==> src/rtl/uart_pkg.sv <==
// -----------------------------------------------------------------------------
// uart_pkg
//   Definitions shared by the UART transmitter and the receiver that reuses
//   this package:
//     state_e        - frame FSM states (idle, start, data, parity, stop)
//     PAR_*          - parity-mode encodings for the PARITY parameter
//     clks_per_bit() - system clocks per line bit (floor of freq / baud)
// -----------------------------------------------------------------------------
package uart_pkg;

  typedef enum logic [2:0] {
    ST_IDLE   = 3'd0,
    ST_START  = 3'd1,
    ST_DATA   = 3'd2,
    ST_PARITY = 3'd3,
    ST_STOP   = 3'd4
  } state_e;

  localparam int PAR_NONE = 0;
  localparam int PAR_ODD  = 1;
  localparam int PAR_EVEN = 2;

  function automatic int clks_per_bit(input int clk_freq, input int baud_rate);
    return clk_freq / baud_rate;
  endfunction

endpackage

==> src/rtl/uart_baud_gen.sv <==
// -----------------------------------------------------------------------------
// uart_baud_gen
//   Bit-period counter. Counts 0..CLKS_PER_BIT-1 and raises tick for one
//   clock at the terminal count, then wraps to 0.
//   Ports:
//     clk   in  system clock
//     rst   in  synchronous, active-high reset (counter to 0)
//     clr   in  synchronous clear; holds the counter at 0, no tick
//     tick  out one-clock pulse at terminal count
// -----------------------------------------------------------------------------
module uart_baud_gen #(
  parameter int CLKS_PER_BIT = 104
) (
  input  logic clk,
  input  logic rst,
  input  logic clr,
  output logic tick
);

  localparam int CW = (CLKS_PER_BIT > 1) ? $clog2(CLKS_PER_BIT) : 1;
  localparam logic [CW-1:0] TERM = CW'(CLKS_PER_BIT - 1);

  logic [CW-1:0] cnt_q, cnt_d;

  // NOTE: every combinational output gets a default first, so no path can
  // leave it unassigned and infer a latch.
  always_comb begin
    tick  = 1'b0;
    cnt_d = cnt_q;
    if (clr) begin
      cnt_d = '0;
    end else if (cnt_q == TERM) begin
      cnt_d = '0;
      tick  = 1'b1;
    end else begin
      cnt_d = cnt_q + 1'b1;
    end
  end

  // NOTE: flops use non-blocking assignments so every flop samples the values
  // from before the edge, independent of block ordering.
  always_ff @(posedge clk) begin
    if (rst) cnt_q <= '0;
    else     cnt_q <= cnt_d;
  end

endmodule

==> src/rtl/uart_tx_cfg.sv <==
// -----------------------------------------------------------------------------
// uart_tx_cfg
//   Configurable UART transmitter. One word per valid/ready handshake is sent
//   as: start bit (0), DATA_BITS data bits LSB first, optional parity bit,
//   then STOP_BITS stop bits (1). Bit timing comes from uart_baud_gen.
//   Ports:
//     clk       in  system clock
//     rst       in  synchronous, active-high reset; abandons any frame
//     tx_valid  in  word on tx_data is valid
//     tx_data   in  word to send, captured on the handshake cycle
//     tx_ready  out high only while idle
//     tx        out serial line, idles high
//     tx_busy   out inverse of tx_ready
//     tx_done   out one-clock pulse as the last stop bit completes
// -----------------------------------------------------------------------------
module uart_tx_cfg
  import uart_pkg::*;
#(
  parameter int CLK_FREQ  = 1000000,
  parameter int BAUD_RATE = 9600,
  parameter int DATA_BITS = 8,
  parameter int PARITY    = 0,
  parameter int STOP_BITS = 1
) (
  input  logic                 clk,
  input  logic                 rst,
  input  logic                 tx_valid,
  input  logic [DATA_BITS-1:0] tx_data,
  output logic                 tx_ready,
  output logic                 tx,
  output logic                 tx_busy,
  output logic                 tx_done
);

  localparam int CPB = clks_per_bit(CLK_FREQ, BAUD_RATE);
  localparam int BCW = $clog2(DATA_BITS + 1);
  localparam logic [BCW-1:0] LAST_DATA = BCW'(DATA_BITS - 1);
  localparam logic [BCW-1:0] LAST_STOP = BCW'(STOP_BITS - 1);

  if (DATA_BITS < 5 || DATA_BITS > 9) begin : g_bad_data_bits
    $fatal(1, "uart_tx_cfg: DATA_BITS must be 5..9");
  end
  if (PARITY < PAR_NONE || PARITY > PAR_EVEN) begin : g_bad_parity
    $fatal(1, "uart_tx_cfg: PARITY must be 0, 1 or 2");
  end
  if (STOP_BITS != 1 && STOP_BITS != 2) begin : g_bad_stop_bits
    $fatal(1, "uart_tx_cfg: STOP_BITS must be 1 or 2");
  end
  if (CPB < 2) begin : g_bad_cpb
    $fatal(1, "uart_tx_cfg: CLK_FREQ/BAUD_RATE must be at least 2");
  end

  state_e                 state_q, state_d;
  logic [BCW-1:0]         bit_cnt_q, bit_cnt_d;
  logic [DATA_BITS-1:0]   shift_q, shift_d;
  logic                   par_q, par_d;
  logic                   tx_q, tx_d;
  logic                   done_q, done_d;
  logic                   bit_tick;
  logic                   handshake;

  assign tx_ready  = (state_q == ST_IDLE);
  assign tx_busy   = ~tx_ready;
  assign tx        = tx_q;
  assign tx_done   = done_q;
  assign handshake = tx_valid & tx_ready;

  // Holding the counter clear for the whole idle period makes the handshake
  // cycle the clear point, so the start bit gets a full bit period.
  uart_baud_gen #(
    .CLKS_PER_BIT (CPB)
  ) u_baud_gen (
    .clk  (clk),
    .rst  (rst),
    .clr  (tx_ready),
    .tick (bit_tick)
  );

  always_comb begin
    state_d   = state_q;
    bit_cnt_d = bit_cnt_q;
    shift_d   = shift_q;
    par_d     = par_q;
    done_d    = 1'b0;

    unique case (state_q)
      ST_IDLE: begin
        if (handshake) begin
          shift_d   = tx_data;
          par_d     = (PARITY == PAR_EVEN) ? ^tx_data : ~^tx_data;
          bit_cnt_d = '0;
          state_d   = ST_START;
        end
      end
      ST_START: begin
        if (bit_tick) state_d = ST_DATA;
      end
      ST_DATA: begin
        if (bit_tick) begin
          shift_d = shift_q >> 1;
          if (bit_cnt_q == LAST_DATA) begin
            bit_cnt_d = '0;
            state_d   = (PARITY != PAR_NONE) ? ST_PARITY : ST_STOP;
          end else begin
            bit_cnt_d = bit_cnt_q + 1'b1;
          end
        end
      end
      ST_PARITY: begin
        if (bit_tick) state_d = ST_STOP;
      end
      ST_STOP: begin
        // The bit counter is reused to count stop bits.
        if (bit_tick) begin
          if (bit_cnt_q == LAST_STOP) begin
            bit_cnt_d = '0;
            done_d    = 1'b1;
            state_d   = ST_IDLE;
          end else begin
            bit_cnt_d = bit_cnt_q + 1'b1;
          end
        end
      end
      default: state_d = ST_IDLE;
    endcase

    // The line is registered from the next-state values, so tx changes on the
    // same edge as the state and each bit lasts exactly one bit period.
    unique case (state_d)
      ST_START:  tx_d = 1'b0;
      ST_DATA:   tx_d = shift_d[0];
      ST_PARITY: tx_d = par_d;
      default:   tx_d = 1'b1;
    endcase
  end

  always_ff @(posedge clk) begin
    if (rst) begin
      state_q   <= ST_IDLE;
      bit_cnt_q <= '0;
      par_q     <= 1'b0;
      tx_q      <= 1'b1;
      done_q    <= 1'b0;
    end else begin
      state_q   <= state_d;
      bit_cnt_q <= bit_cnt_d;
      par_q     <= par_d;
      tx_q      <= tx_d;
      done_q    <= done_d;
    end
  end

  // NOTE: the shift register has no reset; it is always loaded on the
  // handshake before any of its bits reach the line.
  always_ff @(posedge clk) begin
    shift_q <= shift_d;
  end

endmodule

==> config.mk <==
export PLATFORM = sky130hd
export DESIGN_NAME = uart_tx_cfg
export DESIGN_NICKNAME = d
export VERILOG_FILES = /design/src/rtl/uart_pkg.sv /design/src/rtl/uart_baud_gen.sv /design/src/rtl/uart_tx_cfg.sv
export SDC_FILE = /design/constraint.sdc
export NUM_CORES = 1
export LEC_CHECK = 0
export ABC_AREA = 1
export CORE_UTILIZATION = 55
export CTS_CLUSTER_DIAMETER = 80
export DETAILED_ROUTE_END_ITERATION = 12
export PLACE_DENSITY_LB_ADDON = 0.15
export SLEW_MARGIN = 20
export SYNTH_ARGS = -nofsm -noshare
export SYNTH_HDL_FRONTEND = slang
export SYNTH_HIERARCHICAL = 1
export SYNTH_SLANG_ARGS = --single-unit
==> constraint.sdc <==
create_clock -name clk -period 2.35 [get_ports clk]
set_input_delay 0.3525 -clock clk [delete_from_list [all_inputs] [get_ports clk]]
set_output_delay 0.3525 -clock clk [all_outputs]
set_load 0.05 [all_outputs]
---- Yosys cells after proc, flatten, opt, wreduce, memory -nomap -nowiden ----
Cells that the tools add are included.
operators by class
  reduce and logical (&&, ||, !) cells .... 9
  equality and inequality tests ........... 12
  bitwise gates (word level) .............. 4
  muxes and demuxes ....................... 23
  add/subtract/negate cells ............... 2
operators by type and width
  operator                                                               number
  3-bit two-way mux                                                      7
  4-bit two-way mux                                                      5
  8-bit two-way mux                                                      2
  8-bit one-hot mux with 2 select lines                                  1
  3-bit one-hot mux with 5 select lines                                  1
  3-bit by 2-bit equality test with 1-bit output, second input constant  4
  4-bit one-hot mux with 3 select lines                                  1
  8-bit XNOR reduction                                                   1
  7-bit by 1-bit adder with 7-bit output, second input constant          1
  7-bit equality test, second input constant                             1
  3-bit by 1-bit equality test with 1-bit output, second input constant  2
  3-bit OR reduction                                                     2
  1-bit two-way mux                                                      5
  4-bit by 1-bit adder with 4-bit output, second input constant          1
  4-bit by 3-bit equality test with 1-bit output, second input constant  1
  4-bit zero test                                                        1
  2-bit != test, second input constant                                   2
  4-bit AND reduction                                                    1
  3-bit equality test, second input constant                             1
  3-bit zero test                                                        1
  1-bit inverter                                                         3
  1-bit one-hot mux with 3 select lines                                  1
  3-bit AND reduction                                                    1
  3-bit nonzero test                                                     1
  3 further kinds                                                        3
word-level totals
  flip-flop bits (word level) ............. 25
  input port bits ......................... 11

---- Logic depth before layout (Yosys ltp) ----
Gate-level depths: netlist of run 1.
  depth after elaboration ................. 7
  mapped depth ............................ 14
  gate-level depth less buffers ........... 14

---- By module ----
Netlist of run 1, hierarchy kept.
by module, submodules not included
  module         times used  area each (um^2)  cells each
  uart_tx_cfg    1           1088.5            165
  uart_baud_gen  1           332.8             47

---- Worst setup path before layout of run 1 ----
Ideal clock, no wire load.
  path kind ............................... register to register
  start ................................... reg state_q[2]
  end ..................................... reg bit_cnt_q[3]
  required time ........................... 2.232 ns
  setup slack ............................. 0.221 ns
  arrival time ............................ 2.011 ns
  stages on the path, launching flop included .. 14
  path through ............................ dfxtp_1 > buf_4 > inv_1 > nand2_2 > inv_1 > nor2_1 > inv_2 > nor2_1 > o21bai_1 > nand2_2 > nor2_1 > nand2_1 > nand2_1 > nor2_1
on the way
  word-level cells in the longest chain between the ends .. 4
  elaborated cells on any way between the ends .. 11
  classes of those cells .................. 5 x eq/ne; 2 x mux; 1 x bitwise; 3 x reduce/logical
RTL lines
  item                               line                 RTL
  start: declaration                 uart_tx_cfg.sv:53    state_e state_q, state_d;
  start signal: assignment           uart_tx_cfg.sv:145   state_q <= state_d;
  3-bit zero test (*)                uart_tx_cfg.sv:62    assign tx_ready = (state_q == ST_IDLE);
  named net tx_ready                 uart_tx_cfg.sv:29    output logic tx_ready,
  1-bit two-way mux (*)              uart_baud_gen.sv:30  if (clr) begin
  named net bit_tick                 uart_tx_cfg.sv:59    logic bit_tick;
  2-bit != test (no line)            --
  4-bit AND reduction (no line) (*)  --
  end signal: assignment             uart_tx_cfg.sv:146   bit_cnt_q <= bit_cnt_d;
  end: declaration                   uart_tx_cfg.sv:54    logic [BCW-1:0] bit_cnt_q, bit_cnt_d;
The timed path passes the listed nets; every way through them passes the cells marked *.
A chain may end at the register's enable or synchronous reset.

---- Final worst setup path of run 1 ----
  start ................................... reg state_q[2]
  end ..................................... out tx_busy
on the way
  word-level cells in the longest chain between the ends .. 2
RTL lines
  item              line               RTL
  3-bit zero test   uart_tx_cfg.sv:62
  1-bit inverter    uart_tx_cfg.sv:63  assign tx_busy = ~tx_ready;
  end: declaration  uart_tx_cfg.sv:31  output logic tx_busy,
No other way between the ends.

==> reports/metrics.yaml, run 1 <==
synth.avg_cell_area_um2: 6.70
fin_crit_sh_pct: 95.4
clockBufferDepth: 2
cts.clk_slew.worst_paths_ns: 0.14
port_buffers: 14
crit_arrival_ns: 1.89
dp_hpwl_mm: 2.14
power_frac_comb_pct: 17.1
slew_viol_final: 0
cts-buffers-inserted: 3
clk_latency_ns: 0.32
n_antenna_cell: 0
end_kind: "output port"
io_pins: 15
first_pass_iters: 4
clockRootBuffer: "clkbuf_4"
grt_overflow: 0
yosysSeqAreaShare_pct: 40.1
place_congestion: 0.874
cp_data_required_time_ns: 2.00
pwr-share-clk_pct: 24.0
grt_pass1_vias: 1124
avgRoutedWirePerCell_um: 10.6
htreeDepth: 1
yosysUniqueCellTypes: 25
outcome: "finished clean"
max_slew_margin_pct: 65.5
area_growth_pct: 14.2
fin_util_pct: 66.1
max-cap-violations: 0
path_max_fanout: 8
cts_tree: "built"
tns_ns: 0
ys_ff_latch: 25
route.detailed.drc: 0
worst_pin_slew_ns: 0.516
dr.first_iter.drc_count: 27
internal_power_uw: 581
synth_warnings: 6
use_met1_pct: 23.5
fmax_ghz: 0.446
peakVddDrop_uv: 387
p_leak_uw: 0.000742
power.total_uw: 801
via_count: 1310
grt_usage_pct: 21.0
die_height_um: 52.8
core_um2: 2450
grt_use_met3_pct: 2.61
swShare_pct: 27.5
path_class: "flip-flop to output port"
gr-usage-met2_pct: 40.1
final_cell_mix: "nand2_1 (68), nor2_1 (27), inv_1 (24), nand3_1 (21), dfxtp_1 (18)"
rsz0062_at_grt: "no"
fp-row-count: 18
switchingPower_uw: 220
initial_core_util_pct: 57.9
postCtsSetupRepairBufs: 0
final_nets: 244
power_frac_seq_pct: 58.9
synth_fp_nets: 226
die-area_um2: 2790
antenna_found_initial: 0
crit_path_start_kind: "flip-flop"
period_needed_ns: 2.24
clock_sinks: 25
hold_violations: 0
routed_wl_mm: 2.73
postRouteAntennaNets: 0
setup_viol: 0
synth_area_um2: 1420
grt.busiest_layer: "met2"
dieWidth_um: 52.8
grt_pass1_wl_mm: 4.29
drive_above_1_share_pct: 10.5
fin_worst_skew_ns: 0.00841
final_common_cell: "nand2_1"
synthCells: 212
hp-class: "flip-flop to flip-flop"
holdWs_ns: 0.476
via_per_inst: 5.06
grt_max_degree: 16
p_per_area_nw_per_um2: 493
==> per-stage QoR <==
stage               cells  setup WS (ns)  cell area (µm²)
floorplan             212          0.221             1420
global placement      255          0.471             1590
detailed placement    255          0.396             1590
CTS                   259         0.0785             1620
global route          259         0.0217             1620
finish                259          0.107             1620
==> per-layer routing <==
layer / vias up / wire length, µm
met5: - / 0
met4: 0 / 29
met2: 30 / 1370
met3: 4 / 78
li1: 704 / -
met1: 572 / 1250
==> what timing repair did <==
item / in CTS / in global routing
endpoints found under the setup margin: 0 / 1
hold buffers: 0 / 0
gates resized for setup: 0 / 1
==> worst max-delay path, stage by stage (launching register included) <==
cell and delay [ns]:
dfxtp_1 0.51, inv_1 0.11, nand2_2 0.12, clkdlybuf4s50_1 0.83
==> path summary, 6_finish.rpt <==
kind                       start             endpoint  slack (ns)  depth (start not counted)
min          u_baud_gen/cnt_q[0]  u_baud_gen/cnt_q[0]        0.48                          1
max                   state_q[2]              tx_busy        0.11                          3
min reg2reg  u_baud_gen/cnt_q[0]  u_baud_gen/cnt_q[0]        0.48                          1
max reg2reg  u_baud_gen/cnt_q[0]         bit_cnt_q[3]        0.33                         12
==> synthesized netlist by cell type <==
master    number  share of area [%]
nand2_1       68                 18
o21bai_1       1               0.53
nand3_2        2                1.4
ha_1           3                2.6
inv_1         24                6.3
a21oi_1        3                1.1
nor2_1        27                7.1
nor2_4         2                1.6
nand3_1       21                7.4
nand4_1        1               0.44
a31oi_1        2               0.88
dfxtp_1       18                 25
buf_2          1               0.35
nor4_1         2               0.88
o21ai_1        2               0.70
nand2_2        5                2.2
nor3_1         2               0.70
edfxtp_1       7                 15
xor2_1         1               0.62
inv_2          6                1.6
o21ai_0        8                2.8
nor2_2         3                1.3
clkinv_2       1               0.35
buf_4          1               0.53
or2_2          1               0.44
==> flip-flops by register name, indices dropped and copies added, names as in the netlist <==
| name | flops |
|---|---|
| u_baud_gen/cnt_q | 7 |
| tx | 1 |
| bit_cnt_q | 4 |
| par_q | 1 |
| tx_done | 1 |
| shift_q | 8 |
| state_q | 3 |
==> cell families after synthesis <==
family          Yosys count  synth area share [%]
simple gates            134                  41.5
buf+inv                  33                  9.15
flops                    25                  40.1
compound gates           16                  5.99
fa+ha+maj                 3                  2.64
xor+xnor                  1                 0.616
==> layout make-up <==
| cell class | count | area, µm² |
|---|---|---|
| Multi-Input combinational cell | 154 | 721 |
| Sequential cell | 25 | 571 |
| Tap cell | 30 | 37.5 |
| Timing Repair Buffer | 15 | 150 |
| Clock buffer | 4 | 26.3 |
| Inverter | 31 | 118 |
| Fill cell | 228 | 832 |
==> power groups by stage <==
stage          combinational [µW]  sequential (µW)  clock (µW)
3_3_place_gp                  130              481           0
3_5_place_dp                  136              482           0
4_1_cts                       136              472         199
5_1_grt                       151              474         211
6_report                      137              472         192
2_1_floorplan                84.0              485           0
No activity file was read; power rests on OpenSTA's default activity.
==> inputs of run 2 (changes only) <==
Settings changed: ABC_CLOCK_PERIOD_IN_PS from default to 2500, SLEW_MARGIN 20 to default.
Clock period 2.35 ns to 2.5 ns, I/O delays scaled along.
==> run 2 against run 1 <==
First-iteration DRC count rose by 26%; clock power decreased by 6%; wire length decreased by 1.9%; worst setup slack better by 0.091 ns; flip-flop and latch count unchanged; total power shrank 6.0%; sequential power is 5.9% lower; critical path type unchanged; critical endpoint is now tx_ready.
==> reports/metrics.yaml, run 2 (same netlist as run 1, synthesis figures left out) <==
end_kind: "output port"
clk_latency_ns: 0.32
switchingPower_uw: 209
cts-resized-gates: 0
power_frac_seq_pct: 59.0
min_to: "u_baud_gen/cnt_q[0]"
maxUsedRoutingLayer: "met4"
cp_data_required_time_ns: 2.12
cts.clk_slew.worst_paths_ns: 0.14
avgRoutedWirePerCell_um: 10.3
reg_top3: "shift_q: 8 flops, u_baud_gen/cnt_q: 7 flops, bit_cnt_q: 4 flops"
grt_pass1_wl_mm: 4.60
p_per_area_nw_per_um2: 464
grt_max_degree: 16
grt_overflow: 0
holdPathStages: 1
grt_pass1_vias: 1168
first_pass_iters: 4
max_slew_margin_pct: 66.3
wl_met1_mm: 1.20
dr.first_iter.drc_count: 34
swShare_pct: 27.8
timing.rr.start: "u_baud_gen/cnt_q[0]"
crit_path_max_incr_delay_ns: 0.82
core_um2: 2450
hold_buffers: 0
wl_met2_mm: 1.34
dp_hpwl_mm: 2.17
fin_crit_sh_pct: 92.1
die_height_um: 52.8
holdWs_ns: 0.489
top_register: "shift_q"
cts-buffers-inserted: 3
dieWidth_um: 52.8
postCtsSetupRepairBufs: 0
initial_core_util_pct: 57.9
power_frac_comb_pct: 16.9
via_per_inst: 5.05
clock_sinks: 25
critical-path-top-delay-family: "buffers and inverters"
area_growth_pct: 14.1
final_common_cell: "nand2_1"
setup_viol: 0
worst_pin_slew_ns: 0.504
peakVddDrop_uv: 396
place_congestion: 0.909
rr_worst_depth: 13
fin_worst_skew_ns: 0.0124
slew_viol_final: 0
antenna_found_initial: 0
period_needed_ns: 2.30
htreeDepth: 1
outcome: "finished clean"
tns_ns: 0
internal_power_uw: 544
max-cap-violations: 0
io_pins: 15
worst-path-buf-inv: 2
fmax_ghz: 0.434
pwr-share-clk_pct: 24.1
drive_above_1_share_pct: 10.9
met3_wirelength_um: 74
postRouteAntennaNets: 0
clockBufferDepth: 2
crit_arrival_ns: 1.93
hp-class: "flip-flop to flip-flop"
routed_wl_mm: 2.68
rsz0062_at_grt: "no"
hold_violations: 0
fillers: 237
final_cell_mix: "nand2_1 (68), nor2_1 (27), inv_1 (24), nand3_1 (21), dfxtp_1 (18)"
cts_tree: "built"
port_buffers: 14
p_leak_uw: 0.000740
fp-row-count: 18
via_count: 1308
n_antenna_cell: 0
clockRootBuffer: "clkbuf_4"
die-area_um2: 2790
r2r_end: "bit_cnt_q[0]"
worstHoldStart: "u_baud_gen/cnt_q[0]"
path_max_fanout: 4
path_class: "flip-flop to output port"
final_nets: 244
r2r_slack_ns: 0.52
route.detailed.drc: 0
largest_reg_flops: 8
crit_chain: "nor2_2 > nand2_2 > inv_1 > clkdlybuf4s50_1"
grt_usage_pct: 22.8
cpMaxStageDelayCell: "clkdlybuf4s50_1"
crit_path_start_kind: "flip-flop"
[run 2: cell types whose count changed in the layout (fill, tap and decap cells not counted), sizes merged]
| cell | delta |
|---|---|
| clkdlybuf4s50 | +1 |
| clkbuf | -1 |
| clkinv | +1 |
| dlymetal6s2s | -1 |
[run 2: worst max-delay path by stage]
| stage | start | end | slack [ns] | depth (start not counted) |
|---|---|---|---|---|
| 5_1_grt | state_q[0] | tx_ready | 0.08 | 4 |
| 6_report | state_q[0] | tx_ready | 0.20 | 4 |
| 3_3_place_gp | state_q[0] | tx_ready | 0.58 | 4 |
| 2_1_floorplan | state_q[2] | bit_cnt_q[3] | 0.37 | 13 |
| 3_5_place_dp | u_baud_gen/cnt_q[0] | bit_cnt_q[0] | 0.53 | 13 |
| 4_1_cts | state_q[0] | tx_ready | 0.18 | 4 |
[run 2: final cells by class]
class / instances / area [µm²] / share of cell area (%)
clock buffer: 3 / 22.5 / 1.39
clock inverter: 1 / 5.00 / 0.309
inverter: 31 / 118 / 7.25
multi-input combinational: 154 / 721 / 44.4
sequential: 25 / 571 / 35.2
tap: 30 / 37.5 / 2.31
timing repair buffer: 15 / 148 / 9.10
[run 2: metrics by stage]
step	setup WS, ns	util [%]	cells	instance area (µm²)	total power, µW
finish	0.198	66.1	259	1620	753
global route	0.0832	66.1	259	1620	794
CTS	0.184	66.1	259	1620	760
detailed placement	0.526	64.9	255	1590	581
global placement	0.584	64.9	255	1590	574
floorplan	0.371	-	212	1420	535
[run 2: power groups by stage]
| stage | clock [µW] | combinational (µW) | sequential [µW] |
|---|---|---|---|
| floorplan | 0 | 78.9 | 456 |
| global placement | 0 | 122 | 452 |
| detailed placement | 0 | 128 | 454 |
| CTS | 187 | 128 | 445 |
| global route | 204 | 143 | 447 |
| finish | 181 | 127 | 444 |
[run 2: metal layers]
metal	global-route usage, %	vias to the layer above
li1	-	701
met1	25.1	575
met2	40.9	25
met3	3.77	7
met4	12.3	0
met5	0	-
==> inputs of run 3 (changes only) <==
Settings changed: SYNTH_HIERARCHICAL 1 to default, TNS_END_PERCENT from default to 5.
==> run 3 against run 2 <==
Clock power hardly changed; non-clock buffer count stayed put; area after synthesis is 2.2% higher; die area is 2.1% higher; via count is 0.54% higher; largest cell class unchanged; sequential share of layout area is 0.69 points lower; highest routed layer unchanged; critical path depth stayed put; critical endpoint unchanged; critical path type unchanged.
==> reports/metrics.yaml, run 3 <==
outcome: "finished clean"
fillers: 220
synth_edf_count: 7
dp_hpwl_mm: 2.12
fin_crit_sh_pct: 89.6
avgRoutedWirePerCell_um: 9.74
postRouteAntennaNets: 0
final_nets: 249
crit_arrival_ns: 1.87
tns_ns: 0
grt_max_degree: 15
internal_power_uw: 547
grt_pass1_vias: 1093
area_growth_pct: 13.9
reg_top3: "shift_q: 8 flops, u_baud_gen.cnt_q: 7 flops, bit_cnt_q: 4 flops"
ys_ff_latch: 25
power_frac_comb_pct: 17.6
max-cap-violations: 0
clk_latency_ns: 0.32
route.detailed.drc: 0
crit_path_start_kind: "flip-flop"
p_leak_uw: 0.000794
via_count: 1315
fp-row-count: 18
fin_worst_skew_ns: 0.00821
holdWs_ns: 0.453
dr.first_iter.drc_count: 19
synth_top_flop_cell: "dfxtp_1"
htreeDepth: 1
routed_wl_mm: 2.57
hold_violations: 0
power_frac_seq_pct: 58.3
grt_overflow: 0
cts-buffers-inserted: 3
synthCells: 217
synth_warnings: 0
clock_sinks: 25
yosysUniqueCellTypes: 27
die-area_um2: 2850
end_kind: "output port"
max_slew_margin_pct: 65.5
peakVddDrop_uv: 424
synth_commonest_cells: "nand2_1 (69), inv_1 (34), nor2_1 (25), dfxtp_1 (18), nand3_1 (18)"
largest_reg_flops: 8
final_common_cell: "nand2_1"
clockRootBuffer: "clkbuf_4"
port_buffers: 14
cts_tree: "built"
post-synth-top-area-cell: "dfxtp_1"
synth_top_area_share_pct: 24.8
path_max_fanout: 6
die_height_um: 53.4
synth_fp_nets: 231
swShare_pct: 28.1
initial_core_util_pct: 58.6
antenna_found_initial: 0
io_pins: 15
async_reset_ff_share_pct: 0
synth_most_common_cell: "nand2_1"
synth.avg_cell_area_um2: 6.69
switchingPower_uw: 214
fmax_ghz: 0.446
synth_area_leaders: "dfxtp_1 (25%), nand2_1 (18%), edfxtp_1 (14%)"
first_pass_iters: 4
place_congestion: 0.856
top_register: "shift_q"
p_per_area_nw_per_um2: 460
hp-class: "flip-flop to flip-flop"
final_cell_mix: "nand2_1 (69), inv_1 (34), nor2_1 (25), nand3_1 (18), dfxtp_1 (18)"
slew_viol_final: 0
cts-resized-gates: 0
clockBufferDepth: 2
postCtsSetupRepairBufs: 0
hold_buffers: 0
pwr-share-clk_pct: 24.1
via_per_inst: 4.98
n_antenna_cell: 0
core_um2: 2480
synth_area_um2: 1450
cts.clk_slew.worst_paths_ns: 0.14
rsz0062_at_grt: "no"
worst_pin_slew_ns: 0.515
path_class: "flip-flop to output port"
dieWidth_um: 53.4
fin_util_pct: 66.8
grt_pass1_wl_mm: 4.21
period_needed_ns: 2.24
drive_above_1_share_pct: 7.69
grt_usage_pct: 20.3
cp_data_required_time_ns: 2.12
yosysSeqAreaShare_pct: 39.3
setup_viol: 0
run 3: cell types whose count changed after synthesis, moves of 2 or more:
cell,previous run,this run
inv_1,24,34
a21oi_1,3,7
inv_2,6,2
nand3_1,21,18
a31oi_1,2,0
nand3_2,2,0
nor2_1,27,25
nor2_2,3,1
run 3: final timing paths:
path / start / to / slack, ns / depth (start not counted)
max: state_q[2] / tx_ready / 0.26 / 4
min: u_baud_gen.cnt_q[0] / u_baud_gen.cnt_q[0] / 0.45 / 1
max reg2reg: u_baud_gen.cnt_q[0] / shift_q[7] / 0.79 / 7
min reg2reg: u_baud_gen.cnt_q[0] / u_baud_gen.cnt_q[0] / 0.45 / 1
run 3: per-stage QoR:
step	total power, µW	cell area [µm²]	setup WS (ns)	instances
global placement	581	1630	0.663	260
CTS	766	1650	0.247	264
global route	797	1650	0.161	264
detailed placement	587	1630	0.626	260
floorplan	542	1450	0.763	217
finish	761	1650	0.259	264
run 3: power groups by stage:
stage	Clock, µW	Combinational (µW)	Sequential (µW)
6_report	183	134	444
5_1_grt	200	151	446
4_1_cts	188	134	444
3_5_place_dp	0	134	453
3_3_place_gp	0	129	452
2_1_floorplan	0	85.9	456
run 3: worst max-delay path, stage by stage, from the launching register on:
cell and delay (ns):
dfxtp_1 0.39, nor2_2 0.15, nand2_2 0.09, inv_2 0.10, clkdlybuf4s50_1 0.81
run 3: area by class of cell:
type | count | area (µm²) | share of cell area, %
repair buffers | 15 | 148 | 8.93
clock buffers | 3 | 22.5 | 1.36
flip-flops and latches | 25 | 571 | 34.5
multi-input cells | 154 | 736 | 44.5
clock inverters | 1 | 5.00 | 0.303
inverters | 36 | 135 | 8.17
well taps | 30 | 37.5 | 2.27
run 3: metal layers:
| layer | wire, µm | share of wire, % | track usage (%) |
|---|---|---|---|
| met1 | 1200 | 47 | 24.4 |
| met2 | 1260 | 49 | 36.0 |
| met3 | 60 | 2.3 | 2.59 |
| met4 | 48 | 1.9 | 7.89 |
| met5 | 0 | 0 | 0 |
run 3: cells by family (layout without fill, tap and decap cells):
group | count (synthesis) | in the layout | synth area share, %
AND/OR/NAND/NOR | 129 | 129 | 38.9
buffers and inverters | 38 | 55 | 10.1
flip-flops | 25 | 25 | 39.3
AO/OA/AOI/OAI | 19 | 19 | 7.32
adder cells (fa/ha/maj) | 3 | 3 | 2.58
XOR/XNOR | 3 | 3 | 1.81
